===== src/rtl/mips_mdu_if.sv =====
// Controller <-> multiply/divide unit bundle: issue, MTHI/MTLO writes, HI/LO readback.
// Latency: none, wires only.
// Backpressure: the controller holds off issue while busy; there is no queuing.
interface mips_mdu_if #(
    parameter int WIDTH = 32
);
    logic             start;
    logic [1:0]       op;
    logic [WIDTH-1:0] a;
    logic [WIDTH-1:0] b;
    logic             hi_we;
    logic             lo_we;
    logic [WIDTH-1:0] wdata;
    logic             busy;
    logic             done;
    logic             div_zero;
    logic [WIDTH-1:0] hi;
    logic [WIDTH-1:0] lo;

    // Controller side: issues operations and MTHI/MTLO, reads HI/LO
    modport master (
        output start, op, a, b, hi_we, lo_we, wdata,
        input  busy, done, div_zero, hi, lo
    );

    // Unit side
    modport slave (
        input  start, op, a, b, hi_we, lo_we, wdata,
        output busy, done, div_zero, hi, lo
    );
endinterface


===== src/rtl/mips_mdu.sv =====
// Iterative MULT/MULTU/DIV/DIVU unit holding architectural HI/LO, with MTHI/MTLO writes.
// Latency: WIDTH+1 cycles from the accepting edge to done, independent of operands and op.
// Backpressure: busy high while in flight; start and HI/LO writes are dropped while busy.
module mips_mdu #(
    parameter int WIDTH = 32
) (
    input  logic      clk,
    input  logic      rst,
    mips_mdu_if.slave mdu
);
    localparam int CW = $clog2(WIDTH);
    localparam logic [CW-1:0] LAST = CW'(WIDTH - 1);

    typedef enum logic [1:0] {
        S_IDLE = 2'd0,
        S_CALC = 2'd1,
        S_FIX  = 2'd2
    } state_t;

    // Per-operation context captured on the accepting edge
    typedef struct packed {
        logic is_div;   // divide (1) or multiply (0)
        logic neg_lo;   // negate product / quotient
        logic neg_hi;   // negate remainder (sign of dividend)
        logic dz;       // divisor was zero
    } ctx_t;

    state_t             state_q, state_d;
    logic [CW-1:0]      cnt_q;
    logic [2*WIDTH-1:0] acc_q;      // multiply: {upper, multiplier}; divide: {remainder, quotient}
    logic [WIDTH-1:0]   opnd_q;     // multiplicand or divisor magnitude
    ctx_t               ctx_q;
    logic [WIDTH-1:0]   hi_q, lo_q;
    logic               done_q, dz_q;

    logic               accept, step, finish, wr_hi, wr_lo;
    logic               a_neg, b_neg;
    logic [WIDTH-1:0]   mag_a, mag_b;
    ctx_t               ctx_d;
    logic [WIDTH:0]     mul_sum, div_dif;
    logic [2*WIDTH-1:0] mul_nxt, div_nxt, acc_step, prod;
    logic [WIDTH-1:0]   quo, rem, hi_fix, lo_fix;

    // State register
    always_ff @(posedge clk or negedge rst) begin
        if (!rst) state_q <= S_IDLE;
        else      state_q <= state_d;
    end

    // Next-state: IDLE -> CALC on start, WIDTH iterations, one fix-up cycle
    always_comb begin
        state_d = state_q;
        case (state_q)
            S_IDLE:  if (mdu.start) state_d = S_CALC;
            S_CALC:  if (cnt_q == LAST) state_d = S_FIX;
            S_FIX:   state_d = S_IDLE;
            default: state_d = S_IDLE;
        endcase
    end

    // Output/datapath decode: capture values, one shift-add or shift-subtract step, sign fix-up
    always_comb begin
        accept = (state_q == S_IDLE) && mdu.start;
        step   = (state_q == S_CALC);
        finish = (state_q == S_FIX);
        wr_hi  = (state_q == S_IDLE) && !mdu.start && mdu.hi_we;
        wr_lo  = (state_q == S_IDLE) && !mdu.start && mdu.lo_we;

        // op[0] selects signed; magnitudes are taken only for signed ops
        a_neg = mdu.op[0] & mdu.a[WIDTH-1];
        b_neg = mdu.op[0] & mdu.b[WIDTH-1];
        mag_a = a_neg ? -mdu.a : mdu.a;
        mag_b = b_neg ? -mdu.b : mdu.b;

        ctx_d        = '0;
        ctx_d.is_div = mdu.op[1];
        ctx_d.neg_lo = a_neg ^ b_neg;
        ctx_d.neg_hi = a_neg;
        ctx_d.dz     = mdu.op[1] && (mdu.b == '0);

        // Radix-2 shift-add: add multiplicand into the upper half when the low bit is set, then shift right
        mul_sum = {1'b0, acc_q[2*WIDTH-1:WIDTH]} + (acc_q[0] ? {1'b0, opnd_q} : '0);
        mul_nxt = {mul_sum, acc_q[WIDTH-1:1]};

        // Restoring divide: shift next dividend bit into the remainder and try subtracting the divisor
        div_dif = acc_q[2*WIDTH-1:WIDTH-1] - {1'b0, opnd_q};
        div_nxt = div_dif[WIDTH] ? {acc_q[2*WIDTH-2:0], 1'b0}
                                 : {div_dif[WIDTH-1:0], acc_q[WIDTH-2:0], 1'b1};

        acc_step = ctx_q.is_div ? div_nxt : mul_nxt;

        prod = ctx_q.neg_lo ? -acc_q : acc_q;
        quo  = acc_q[WIDTH-1:0];
        rem  = acc_q[2*WIDTH-1:WIDTH];
        hi_fix = prod[2*WIDTH-1:WIDTH];
        lo_fix = prod[WIDTH-1:0];
        if (ctx_q.is_div) begin
            // Divide by zero leaves the raw dividend in the remainder; quotient is forced to all ones
            lo_fix = ctx_q.dz ? '1 : (ctx_q.neg_lo ? -quo : quo);
            hi_fix = ctx_q.neg_hi ? -rem : rem;
        end
    end

    // Iteration state: operand capture on accept, one step per CALC cycle
    always_ff @(posedge clk or negedge rst) begin
        if (!rst) begin
            cnt_q  <= '0;
            acc_q  <= '0;
            opnd_q <= '0;
            ctx_q  <= '0;
        end else if (accept) begin
            cnt_q  <= '0;
            acc_q  <= {{WIDTH{1'b0}}, (mdu.op[1] ? mag_a : mag_b)};
            opnd_q <= mdu.op[1] ? mag_b : mag_a;
            ctx_q  <= ctx_d;
        end else if (step) begin
            cnt_q  <= cnt_q + CW'(1);
            acc_q  <= acc_step;
        end
    end

    // Architectural HI/LO, done pulse and divide-by-zero flag
    always_ff @(posedge clk or negedge rst) begin
        if (!rst) begin
            hi_q   <= '0;
            lo_q   <= '0;
            done_q <= 1'b0;
            dz_q   <= 1'b0;
        end else begin
            done_q <= finish;
            if (accept) begin
                dz_q <= 1'b0;
            end else if (finish) begin
                hi_q <= hi_fix;
                lo_q <= lo_fix;
                dz_q <= ctx_q.dz;
            end else begin
                if (wr_hi) hi_q <= mdu.wdata;
                if (wr_lo) lo_q <= mdu.wdata;
            end
        end
    end

    assign mdu.busy     = (state_q != S_IDLE);
    assign mdu.done     = done_q;
    assign mdu.div_zero = dz_q;
    assign mdu.hi       = hi_q;
    assign mdu.lo       = lo_q;
endmodule


===== src/flat_wrapper.sv =====
// flat-port wrapper written by rule: the top's interface ports become plain ports
module mips_mdu_flat 
#(
    parameter int WIDTH = 32
)
  (clk, rst, mdu_start, mdu_op, mdu_a, mdu_b, mdu_hi_we, mdu_lo_we, mdu_wdata, mdu_busy, mdu_done, mdu_div_zero, mdu_hi, mdu_lo);
  mips_mdu_if #(.WIDTH(WIDTH)) mdu_i ();
  input  logic clk;
  input  logic rst;
  input wire logic [$bits(mdu_i.start)-1:0] mdu_start;
  input wire logic [$bits(mdu_i.op)-1:0] mdu_op;
  input wire logic [$bits(mdu_i.a)-1:0] mdu_a;
  input wire logic [$bits(mdu_i.b)-1:0] mdu_b;
  input wire logic [$bits(mdu_i.hi_we)-1:0] mdu_hi_we;
  input wire logic [$bits(mdu_i.lo_we)-1:0] mdu_lo_we;
  input wire logic [$bits(mdu_i.wdata)-1:0] mdu_wdata;
  output wire logic [$bits(mdu_i.busy)-1:0] mdu_busy;
  output wire logic [$bits(mdu_i.done)-1:0] mdu_done;
  output wire logic [$bits(mdu_i.div_zero)-1:0] mdu_div_zero;
  output wire logic [$bits(mdu_i.hi)-1:0] mdu_hi;
  output wire logic [$bits(mdu_i.lo)-1:0] mdu_lo;
  assign mdu_i.start = mdu_start;
  assign mdu_i.op = mdu_op;
  assign mdu_i.a = mdu_a;
  assign mdu_i.b = mdu_b;
  assign mdu_i.hi_we = mdu_hi_we;
  assign mdu_i.lo_we = mdu_lo_we;
  assign mdu_i.wdata = mdu_wdata;
  assign mdu_busy = mdu_i.busy;
  assign mdu_done = mdu_i.done;
  assign mdu_div_zero = mdu_i.div_zero;
  assign mdu_hi = mdu_i.hi;
  assign mdu_lo = mdu_i.lo;
  mips_mdu #(.WIDTH(WIDTH)) u_core (.clk(clk), .rst(rst), .mdu(mdu_i));
endmodule

===== config.mk =====
export PLATFORM = sky130hd
export DESIGN_NAME = mips_mdu_flat
export DESIGN_NICKNAME = d
export VERILOG_FILES = /design/src/rtl/mips_mdu_if.sv /design/src/rtl/mips_mdu.sv /design/src/flat_wrapper.sv
export SDC_FILE = /design/constraint.sdc
export NUM_CORES = 1
export LEC_CHECK = 0
export BUFFER_PORTS_ARGS = -buffer_cell sky130_fd_sc_hd__buf_2
export CORE_MARGIN = 4
export CORE_UTILIZATION = 42
export CTS_BUF_LIST = sky130_fd_sc_hd__clkbuf_8
export DETAILED_ROUTE_END_ITERATION = 12
export PLACE_DENSITY = 0.71
export SLEW_MARGIN = 20
export SYNTH_ARGS = -nofsm -noshare
export SYNTH_HDL_FRONTEND = slang
export SYNTH_SLANG_ARGS = --single-unit

===== constraint.sdc =====
create_clock -name clk -period 4.3 [get_ports clk]
set_clock_uncertainty 0.2 [all_clocks]
set_input_delay 0.86 -clock clk [delete_from_list [all_inputs] [get_ports clk]]
set_output_delay 0.86 -clock clk [all_outputs]
set_load 0.05 [all_outputs]

==> results of run 1 <==
## layout by cell type (no fill, tap or decap), types with 59 or more instances in the layout
master and count:
o21ai_0 228, nand2_1 218, nor2_1 173, dfrtp_1 172, a21oi_1 171, buf_2 168
xnor2_1 102, ha_1 70, inv_1 68, mux2i_1 63, xor2_1 59
## cells by family (layout without fill, tap and decap cells)
kind of cell	count (synthesis)	in the layout
simple gates	607	607
mux	65	65
flops	173	173
xor+xnor	161	161
compound gates	670	670
fa+ha+maj	72	72
buf+inv	184	310
## layout make-up
type                            instances  share of cell area (%)
Clock buffer                           17                    1.40
Clock inverter                         15                    1.04
Inverter                               70                    1.58
Multi-Input combinational cell       1575                    59.4
Sequential cell                       173                    26.0
Tap cell                              455                    3.42
Timing Repair Buffer                  208                    7.14
## power breakdown
group	total (µW)	switching (µW)	leakage, µW	internal (µW)
sequential	3550	1090	0.00212	2460
combinational	11100	6930	0.00506	4170
clock	1220	729	0.000202	490
total	15900	8750	0.00739	7120
## per-layer routing
metal / global-route usage, % / vias to the layer above / part of all wire, %
li1: - / 7223 / -
met1: 39.3 / 7275 / 45
met2: 38.6 / 785 / 42
met3: 4.26 / 76 / 10
met4: 8.12 / 0 / 3.0
met5: 0 / - / 0
## through the flow
stage               instances  hold slack (ns)  setup slack (ns)
global placement         2480            0.256             0.633
finish                   2513            0.125             0.460
CTS                      2512            0.135             0.481
floorplan                1932            0.249             0.899
detailed placement       2480            0.265             0.516
global route             2513            0.147             0.239
## registers in the layout (all words and copies together), names as in the netlist
signal and count:
u_core.acc_q 64, u_core.mdu.done 1, u_core.mdu.lo 32, u_core.ctx_q 4
u_core.opnd_q 32, u_core.cnt_q 5, u_core.state_q 2, u_core.mdu.hi 32
u_core.mdu.div_zero 1
## final timing paths
path                              startpoint                end  slack (ns)  depth (start not counted)
min reg2reg                u_core.mdu.lo[20]  u_core.mdu.lo[20]        0.28                          2
max in group asynchronous                rst   u_core.acc_q[53]        2.76                          2
min in group clk           u_core.mdu.lo[20]  u_core.mdu.lo[20]        0.28                          2
min                                      rst  u_core.mdu.lo[14]        0.12                          1
max                         u_core.acc_q[31]   u_core.acc_q[32]        0.46                         13
max reg2reg                 u_core.acc_q[31]   u_core.acc_q[32]        0.46                         13
==> results.sh, run 1 <==
export IMPL_run_status="complete, no violations"
export IMPL_grt_ovfl_total=0
export IMPL_ys_seq_elements=173
export IMPL_detail_route_vias_per_cell=6.11
export IMPL_antenna_found_initial=0
export IMPL_synth_warnings=0
export IMPL_final_area_um2=16700
export IMPL_post_synth_top_count_cell="o21ai_0"
export IMPL_post_synth_top_area_fraction_pct=29.1
export IMPL_finalHoldViolations=0
export IMPL_synthCells=1932
export IMPL_detail_route_iter0_violations=1850
export IMPL_count_of_standard_cell_rows=68
export IMPL_syn_num_nets=2107
export IMPL_mux_cell_area_share_after_synthesis_pct=4.38
export IMPL_post_route_cells_drive_above_1_share_pct=12.9
export IMPL_die_height_um=196
export IMPL_crit_buf_inv=2
export IMPL_filler_cell_count=3425
export IMPL_pin_count_of_the_biggest_net_entering_global_routing=110
export IMPL_postCtsSetupBuffers=0
export IMPL_synth_top_family_by_area="compound AO/OA/AOI/OAI gates"
export IMPL_post_synth_xor_area_fraction_pct=9.46
export IMPL_tritoncts="yes"
export IMPL_die_width_um=196
export IMPL_boundaryPins=170
export IMPL_synth_top_flop_cell="dfrtp_1"
export IMPL_worst_setup_hold_path_clk_slew_ns=0.11
export IMPL_multi_input_gate_area_in_the_final_layout_um2=9900
export IMPL_register_area_um2=4330
export IMPL_timing_hold_worst_class="in -> async"
export IMPL_cellPowerDensity_nw_per_um2=953
export IMPL_leakage_uw=0.00739
export IMPL_max_cap_violations=0
export IMPL_port_buffers=169
export IMPL_cp_arrival_ns=4.04
export IMPL_cts_hold_fix_buffers=0
export IMPL_cp_data_required_time_ns=4.50
export IMPL_timing_final_setup_violations=0
export IMPL_areaGrowthSynthToFinish_pct=11.8
export IMPL_timing_setup_critical_path_class="reg -> reg"
export IMPL_postSynth_asyncResetShare_pct=100
export IMPL_timing_final_crit_period_ns=3.84
export IMPL_worst_tran_pin_value_ns=0.805
export IMPL_yosysSeqAreaShare_pct=29.1
export IMPL_syn_area_per_cell_um2=7.71
export IMPL_place_area_um2=16200
export IMPL_finalWeightedCongestion=0.990
export IMPL_place_detailed_hpwl_um=40600
export IMPL_maximum_ir_drop_on_the_vdd_rail_mv=0.626
export IMPL_syn_cell_area_um2=14900
export IMPL_synth_largest_area_cell="dfrtp_1"
export IMPL_detail_route_wirelength_um=51900
export IMPL_max_freq_mhz=260
export IMPL_drc=0
export IMPL_clock_latency_ns=0.49
export IMPL_core_area_um2=34800
export IMPL_grt_util_all_layers_pct=26.2
export IMPL_start_util_pct=42.8
export IMPL_cp_slowest_cell="dfrtp_1"
export IMPL_cts_made_buffers=17
export IMPL_synthDistinctLibCells=79
export IMPL_cp_slowest_stage_delay_ns=0.45
export IMPL_critPathLaunchType="flop"
export IMPL_critical_path_top_delay_family="compound AO/OA/AOI/OAI gates"
export IMPL_synth_compound_area_share_pct=27.2
export IMPL_h_tree_depth=4
export IMPL_adder_cell_share_of_the_synthesized_area_pct=6.15
export IMPL_drt_antenna_violating_nets=0
export IMPL_cell_mode_on_critical_path="a21o_1"
export IMPL_drt_pre_antenna_iters=5
export IMPL_cp_end_kind="flop"
export IMPL_slew_headroom_pct=46.3
export IMPL_final_max_slew_viol_count=0
export IMPL_nets=2220
export IMPL_clock_sinks=173
export IMPL_totalNegativeSetupSlack_ns=0
export IMPL_core_utilization_of_the_finished_layout_pct=47.9
export IMPL_worst_path_max_fanout=19
export IMPL_power_total_uw=15900
export IMPL_grt_pass1_vias=14100
export IMPL_cts_root_buffer="clkbuf_8"
export IMPL_post_synth_most_frequent_cells="o21ai_0 (228), nand2_1 (218), dfrtp_1 (173), nor2_1 (173), a21oi_1 (171)"
export IMPL_count_of_flip_flops_with_a_built_in_enable_after_synthesis=0
export IMPL_antenna_cells_inserted=0
export IMPL_fp_dieArea_um2=38600
export IMPL_postCtsResizedCells=0
export IMPL_drt_wirelength_per_cell_um=20.7
export IMPL_yosys_top_cells_area="dfrtp_1 (29%), o21ai_0 (7.7%), xnor2_1 (6.0%), ha_1 (5.9%), a21oi_1 (5.7%)"
export IMPL_timing_final_crit_share_pct=89.3
export IMPL_grt_first_pass_wirelength_um=81000
export IMPL_clk_path_buf_depth=2
export IMPL_critical_path_cell_chain="inv_1 > ha_1 > fa_1 > nand2b_1 > a21o_1 > a21o_1 > o21ai_2 > a211oi_1 > o21ai_0 > nor2b_4 > buf_4 > mux2_2 > o221ai_1"
export IMPL_rsz0062_at_grt="false"
export IMPL_simple_gate_share_of_the_synthesized_area_pct=19.0
export IMPL_vias=15400
Note: power is estimated with default switching activity, not from simulation.
==> run 2: changes to the inputs <==
- ABC_AREA: unset -> 1
- PLACE_DENSITY: 0.71 -> 0.7
==> run 2 against run 1 <==
Sequential power rose by 5%. Final area increased by 19%. Non-clock buffer count shrank 7. Largest power group unchanged. Die area up 19%. Critical endpoint is now u_core.acc_q[59]. Fmax grew 19%.
==> results.sh, run 2 <==
export IMPL_worst_path_max_fanout=32
export IMPL_yosysSeqAreaShare_pct=24.2
export IMPL_cts_made_buffers=17
export IMPL_run_status="complete, no violations"
export IMPL_cp_slowest_cell="fa_1"
export IMPL_ys_seq_elements=173
export IMPL_drt_antenna_violating_nets=0
export IMPL_finalHoldViolations=0
export IMPL_post_synth_top_area_fraction_pct=24.2
export IMPL_drt_wirelength_per_cell_um=19.1
export IMPL_drc=0
export IMPL_critical_path_cell_chain="buf_4 > nand2_1 > fa_1 > o21ai_1 > nand2_1 > nand3_1 > nand2_1 > nand3_1 > nand2_1 > nor2_1 > nor2_1 > nand2_1 > nand2_1"
export IMPL_timing_final_crit_share_pct=75.1
export IMPL_max_freq_mhz=310
export IMPL_synthDistinctLibCells=53
export IMPL_port_buffers=169
export IMPL_final_max_slew_viol_count=0
export IMPL_largest_register="u_core.acc_q"
export IMPL_cp_end_kind="flop"
export IMPL_postCtsSetupBuffers=0
export IMPL_postSynth_asyncResetShare_pct=100
export IMPL_pin_count_of_the_biggest_net_entering_global_routing=89
export IMPL_start_util_pct=42.6
export IMPL_cellPowerDensity_nw_per_um2=928
export IMPL_totalNegativeSetupSlack_ns=0
export IMPL_worst_tran_pin_value_ns=0.975
export IMPL_antenna_cells_inserted=0
export IMPL_post_layout_nonfiller_instances=3723
export IMPL_cts_root_buffer="clkbuf_8"
export IMPL_post_synth_most_frequent_cells="nand2_1 (936), inv_1 (457), nor2_1 (368)"
export IMPL_clock_sinks=173
export IMPL_antenna_found_initial=0
export IMPL_h_tree_depth=4
export IMPL_grt_util_all_layers_pct=30.1
export IMPL_leakage_uw=0.0105
export IMPL_yosys_top_cells_area="dfrtp_1 (24%), nand2_1 (20%), inv_1 (9.6%), nand3_1 (8.0%), nor2_1 (7.7%)"
export IMPL_cell_mode_on_critical_path="nand2_1"
export IMPL_cp_data_required_time_ns=4.51
export IMPL_syn_area_per_cell_um2=5.88
export IMPL_nets=3346
export IMPL_max_cap_violations=0
export IMPL_synth_warnings=0
export IMPL_die_height_um=215
export IMPL_rsz0062_at_grt="false"
export IMPL_count_of_flip_flops_with_a_built_in_enable_after_synthesis=0
export IMPL_timing_final_setup_violations=0
export IMPL_boundaryPins=170
export IMPL_tritoncts="yes"
export IMPL_worst_setup_hold_path_clk_slew_ns=0.11
export IMPL_detail_route_iter0_violations=2492
export IMPL_core_area_um2=42000
export IMPL_hold_worst_slack_ns=0.193
export IMPL_count_of_standard_cell_rows=75
export IMPL_die_width_um=215
export IMPL_filler_cell_count=4602
export IMPL_placed_instances=3691
export IMPL_syn_cell_area_um2=17900
export IMPL_clk_path_buf_depth=2
export IMPL_vias=20600
export IMPL_synth_largest_area_cell="dfrtp_1"
export IMPL_postCtsResizedCells=0
export IMPL_timing_final_crit_period_ns=3.23
export IMPL_synth_top_flop_cell="dfrtp_1"
export IMPL_critical_path_top_delay_family="simple AND/OR/NAND/NOR gates"
export IMPL_timing_hold_worst_class="in -> async"
export IMPL_syn_num_nets=3224
export IMPL_synthCells=3049
export IMPL_cts_hold_fix_buffers=0
export IMPL_maximum_ir_drop_on_the_vdd_rail_mv=0.432
export IMPL_clock_latency_ns=0.52
export IMPL_grt_first_pass_wirelength_um=109000
export IMPL_fp_dieArea_um2=46000
export IMPL_grt_ovfl_total=0
export IMPL_detail_route_wirelength_um=71200
export IMPL_timing_setup_critical_path_class="reg -> reg"
export IMPL_detail_route_vias_per_cell=5.54
export IMPL_final_cell_mix="nand2_1 (936), inv_1 (456), nor2_1 (365)"
export IMPL_number_of_flip_flops_under_the_largest_register_name=64
export IMPL_crit_buf_inv=1
export IMPL_critPathLaunchType="flop"
export IMPL_cp_arrival_ns=3.44
export IMPL_finalWeightedCongestion=1.01
export IMPL_final_common_cell="nand2_1"
export IMPL_grt_pass1_vias=18700
export IMPL_drt_pre_antenna_iters=6
export IMPL_cp_slowest_stage_delay_ns=0.53
export IMPL_slew_headroom_pct=34.8
export IMPL_areaGrowthSynthToFinish_pct=10.4
export IMPL_place_detailed_hpwl_um=57500
export IMPL_post_route_cells_drive_above_1_share_pct=9.67
export IMPL_post_synth_top_count_cell="nand2_1"
-- run 2: path summary, 6_finish.rpt --
path                       slack [ns]                end               from  cells past startpoint
max                              1.07   u_core.acc_q[59]    u_core.acc_q[0]                     13
min                              0.19   u_core.mdu.hi[5]                rst                      1
max reg2reg                      1.07   u_core.acc_q[59]    u_core.acc_q[0]                     13
min reg2reg                      0.29  u_core.mdu.lo[10]  u_core.mdu.lo[10]                      2
max in group asynchronous        2.77   u_core.acc_q[53]                rst                      2
min in group clk                 0.29  u_core.mdu.lo[10]  u_core.mdu.lo[10]                      2
-- run 2: cells by family (layout without fill, tap and decap cells) --
| family | after synthesis | count (layout) | synth area share, % |
|---|---|---|---|
| adders and majority gates | 72 | 72 | 5.11 |
| buffers and inverters | 565 | 700 | 12.2 |
| and+or+nand+nor | 1717 | 1717 | 40.4 |
| xor gates and xnor gates | 62 | 62 | 3.03 |
| DFF | 173 | 173 | 24.2 |
| AOI/OAI and AO/OA | 460 | 460 | 15.2 |
-- run 2: report_power, final --
group	total (µW)	switching (µW)	internal, µW
Clock	1440	723	714
Sequential	3740	1290	2440
Combinational	13200	9080	4080
-- run 2: worst register-to-register path, cell delays in order, from the launching register on --
cell and delay (ns):
dfrtp_1 0.40, buf_4 0.39, nand2_1 0.18, fa_1 0.53, o21ai_1 0.40, nand2_1 0.10, nand3_1 0.20, nand2_1 0.10
nand3_1 0.09, nand2_1 0.05, nor2_1 0.23, nor2_1 0.12, nand2_1 0.10, nand2_1 0.05
-- run 2: final cells by class --
| cell class | instances | area (µm²) | area share, % |
|---|---|---|---|
| Multi-Input combinational cell | 2311 | 11400 | 57.8 |
| Sequential cell | 173 | 4330 | 21.9 |
| Inverter | 467 | 1750 | 8.86 |
| Timing Repair Buffer | 201 | 1100 | 5.59 |
| Tap cell | 539 | 674 | 3.41 |
| Clock inverter | 15 | 253 | 1.28 |
| Clock buffer | 17 | 234 | 1.18 |
-- run 2: metal layers --
layer	up-vias	GRT usage [%]	wire, µm
met5	-	0	0
met4	0	11.4	2920
met3	146	7.00	7770
met2	1076	43.4	29100
met1	9359	43.6	31400
li1	10000	-	-
-- run 2: metrics by stage --
stage	instance area [µm²]	total power [µW]	worst slack [ns]	utilization, %
after global placement	19300	16500	1.15	45.9
after detailed placement	19300	16500	1.13	45.9
after floorplan	17900	12900	1.57	-
final	19800	18300	1.07	47.0
after CTS	19800	18000	1.17	47.0
after global routing	19800	19900	0.918	47.0
==> run 3: changes to the inputs <==
- PLACE_DENSITY: 0.7 -> 0.72
- clock period: 4.3 -> 2.7 ns (I/O delays scaled with it)
==> run 3 against run 2 <==
Core utilization up 5.9 points. Die area unchanged. Cell count up 5.5%. Non-clock buffer count up 205. Clock-buffer cell count up 1. Combinational power up 98%. Clock power up 49%. Flip-flop and latch count unchanged. Register-to-register slack worse by 1.0 ns. Sequential power up 44%. Final area up 13%. Hold slack worse by 0.097 ns.
==> results.sh, run 3 (synthesis results as in run 2) <==
export IMPL_drt_wirelength_per_cell_um=18.9
export IMPL_cp_arrival_ns=2.90
export IMPL_timing_final_setup_violations=0
export IMPL_nets=3552
export IMPL_areaGrowthSynthToFinish_pct=24.2
export IMPL_p_int_uw=14300
export IMPL_largest_register="u_core.acc_q"
export IMPL_boundaryPins=170
export IMPL_placed_instances=3872
export IMPL_tritoncts="yes"
export IMPL_worst_slack_at_placement_ns=-0.0707
export IMPL_worst_path_max_fanout=19
export IMPL_rsz0062_at_grt="true"
export IMPL_cp_slowest_cell="dfrtp_1"
export IMPL_slew_headroom_pct=50.7
export IMPL_timing_hold_worst_class="in -> reg"
export IMPL_cell_mode_on_critical_path="nand2_1"
export IMPL_count_of_standard_cell_rows=75
export IMPL_final_common_cell="nand2_1"
export IMPL_cp_slowest_stage_delay_ns=0.44
export IMPL_cts_root_buffer="clkbuf_8"
export IMPL_drt_antenna_violating_nets=0
export IMPL_timing_final_crit_share_pct=99.2
export IMPL_timing_final_crit_period_ns=2.68
export IMPL_post_route_cells_drive_above_1_share_pct=19.4
export IMPL_h_tree_depth=4
export IMPL_part_of_the_power_in_combinational_logic_pct=77.6
export IMPL_grt_first_pass_wirelength_um=112000
export IMPL_detail_route_iter0_violations=2898
export IMPL_finalWeightedCongestion=1.07
export IMPL_cts_made_buffers=17
export IMPL_power_share_switching_pct=57.3
export IMPL_clock_sinks=173
export IMPL_filler_cell_count=4295
export IMPL_grt_util_all_layers_pct=30.8
export IMPL_clock_latency_ns=0.52
export IMPL_leakage_uw=0.0116
export IMPL_maximum_ir_drop_on_the_vdd_rail_mv=0.599
export IMPL_p_clk_share_pct=6.4
export IMPL_timing_setup_critical_path_class="reg -> reg"
export IMPL_pin_count_of_the_biggest_net_entering_global_routing=54
export IMPL_run_status="complete, no violations"
export IMPL_clk_path_buf_depth=2
export IMPL_core_area_um2=42000
export IMPL_antenna_found_initial=0
export IMPL_seq_power_share_pct=16.0
export IMPL_critPathLaunchType="flop"
export IMPL_critical_path_cell_chain="buf_12 > buf_12 > nand2_1 > inv_1 > ha_2 > nand2_2 > nor2_2 > nand2_1 > nor3_1 > nand2_1 > nand4_1 > nand3_1 > nand2_1 > inv_1 > nand2_1 > nand2_1"
export IMPL_number_of_flip_flops_under_the_largest_register_name=64
export IMPL_antenna_cells_inserted=0
export IMPL_start_util_pct=42.6
export IMPL_grt_met3_usage_pct=5.55
export IMPL_grt_pass1_vias=19700
export IMPL_place_detailed_hpwl_um=59600
export IMPL_detail_route_vias_per_cell=5.50
export IMPL_post_layout_nonfiller_instances=3929
export IMPL_drt_pre_antenna_iters=7
export IMPL_finalHoldViolations=0
export IMPL_port_buffers=169
export IMPL_detail_route_wirelength_um=74300
export IMPL_worst_setup_hold_path_clk_slew_ns=0.12
export IMPL_totalNegativeSetupSlack_ns=0
export IMPL_worst_tran_pin_value_ns=0.732
export IMPL_groute_layer_met2_usage_pct=45.1
export IMPL_die_width_um=215
export IMPL_vias=21600
export IMPL_cp_end_kind="flop"
export IMPL_max_freq_mhz=373
export IMPL_core_utilization_of_the_finished_layout_pct=52.9
export IMPL_postLayoutSetupSlackWorst_ns=0.0204
export IMPL_cp_data_required_time_ns=2.92
export IMPL_fp_dieArea_um2=46000
export IMPL_drc=0
export IMPL_net_switching_power_uw=19300
export IMPL_final_max_slew_viol_count=0
export IMPL_grt_ovfl_total=0
export IMPL_max_cap_violations=0
export IMPL_grt_use_met1_pct=44.8
export IMPL_busiest_layer="met2"
export IMPL_cellPowerDensity_nw_per_um2=1510
export IMPL_final_cell_mix="nand2_1 (903), inv_1 (450), nor2_1 (346)"
export IMPL_die_height_um=215
## run 3: changes by cell type in the layout (fill, tap and decap cells not counted), sizes merged
cell / before / now
buf: 201 / 404
bufinv: 5 / 2
clkbuf: 17 / 19
clkinvlp: 1 / 2
dlygate4sd3: 0 / 1
inv: 471 / 472
nand2: 950 / 951
## run 3: power groups by stage
| stage | clock [µW] | combinational (µW) | sequential (µW) |
|---|---|---|---|
| after global routing | 2240 | 28500 | 5480 |
| after floorplan | 0 | 14000 | 6570 |
| after CTS | 2150 | 23500 | 5230 |
| after global placement | 0 | 23100 | 5250 |
| final | 2140 | 26100 | 5370 |
| after detailed placement | 0 | 23200 | 5280 |
## run 3: metrics by stage
step / power (µW) / instance area (µm²) / hold slack [ns]
floorplan: 20600 / 17900 / 0.0444
global placement: 28400 / 20800 / 0.242
detailed placement: 28500 / 20800 / 0.247
CTS: 30800 / 21300 / 0.0699
global route: 36300 / 22300 / 0.0989
finish: 33600 / 22300 / 0.0961
## run 3: final timing paths
kind	startpoint	endpoint	slack, ns	depth (start not counted)
worst max register to register	u_core.acc_q[0]	u_core.acc_q[57]	0.02	16
max in group asynchronous	rst	u_core.opnd_q[13]	1.23	3
worst min-delay path	mdu_wdata[2]	u_core.mdu.hi[2]	0.1	3
worst min register to register	u_core.mdu.lo[1]	u_core.mdu.lo[1]	0.29	2
worst max-delay path	u_core.acc_q[0]	u_core.acc_q[57]	0.02	16
min in group asynchronous	rst	u_core.mdu.hi[12]	0.26	2
## run 3: final cells by class
cell class	count	area, µm²	area share (%)
Multi-Input combinational cell	2312	12200	55.0
Sequential cell	173	4340	19.5
Timing Repair Buffer	406	2790	12.5
Inverter	467	1760	7.89
Tap cell	539	674	3.03
Clock buffer	18	248	1.11
Clock inverter	14	196	0.883
## run 3: critical path: cells and delay by family, from the launching register on
family / cells / cell delay [ns]
simple gates: 11 / 1.13
fa+ha+maj: 1 / 0.38
buf+inv: 4 / 0.42
flops: 1 / 0.44
## run 3: routing by layer
layer	share of wire, %	wire length, µm
met3	11	7920
met1	43	32100
met4	4.5	3330
met2	42	31000
met5	0	0
## run 3: what timing repair did
| action | CTS | global route |
|---|---|---|
| pin swaps | 3 | 28 |
| hold buffers | 1 | 0 |
| gates cloned | 0 | 2 |
| setup buffers | 0 | 22 |
| setup endpoints to repair | 28 | 54 |
| resized for setup | 10 | 177 |
| hold endpoints to repair | 36 | 0 |
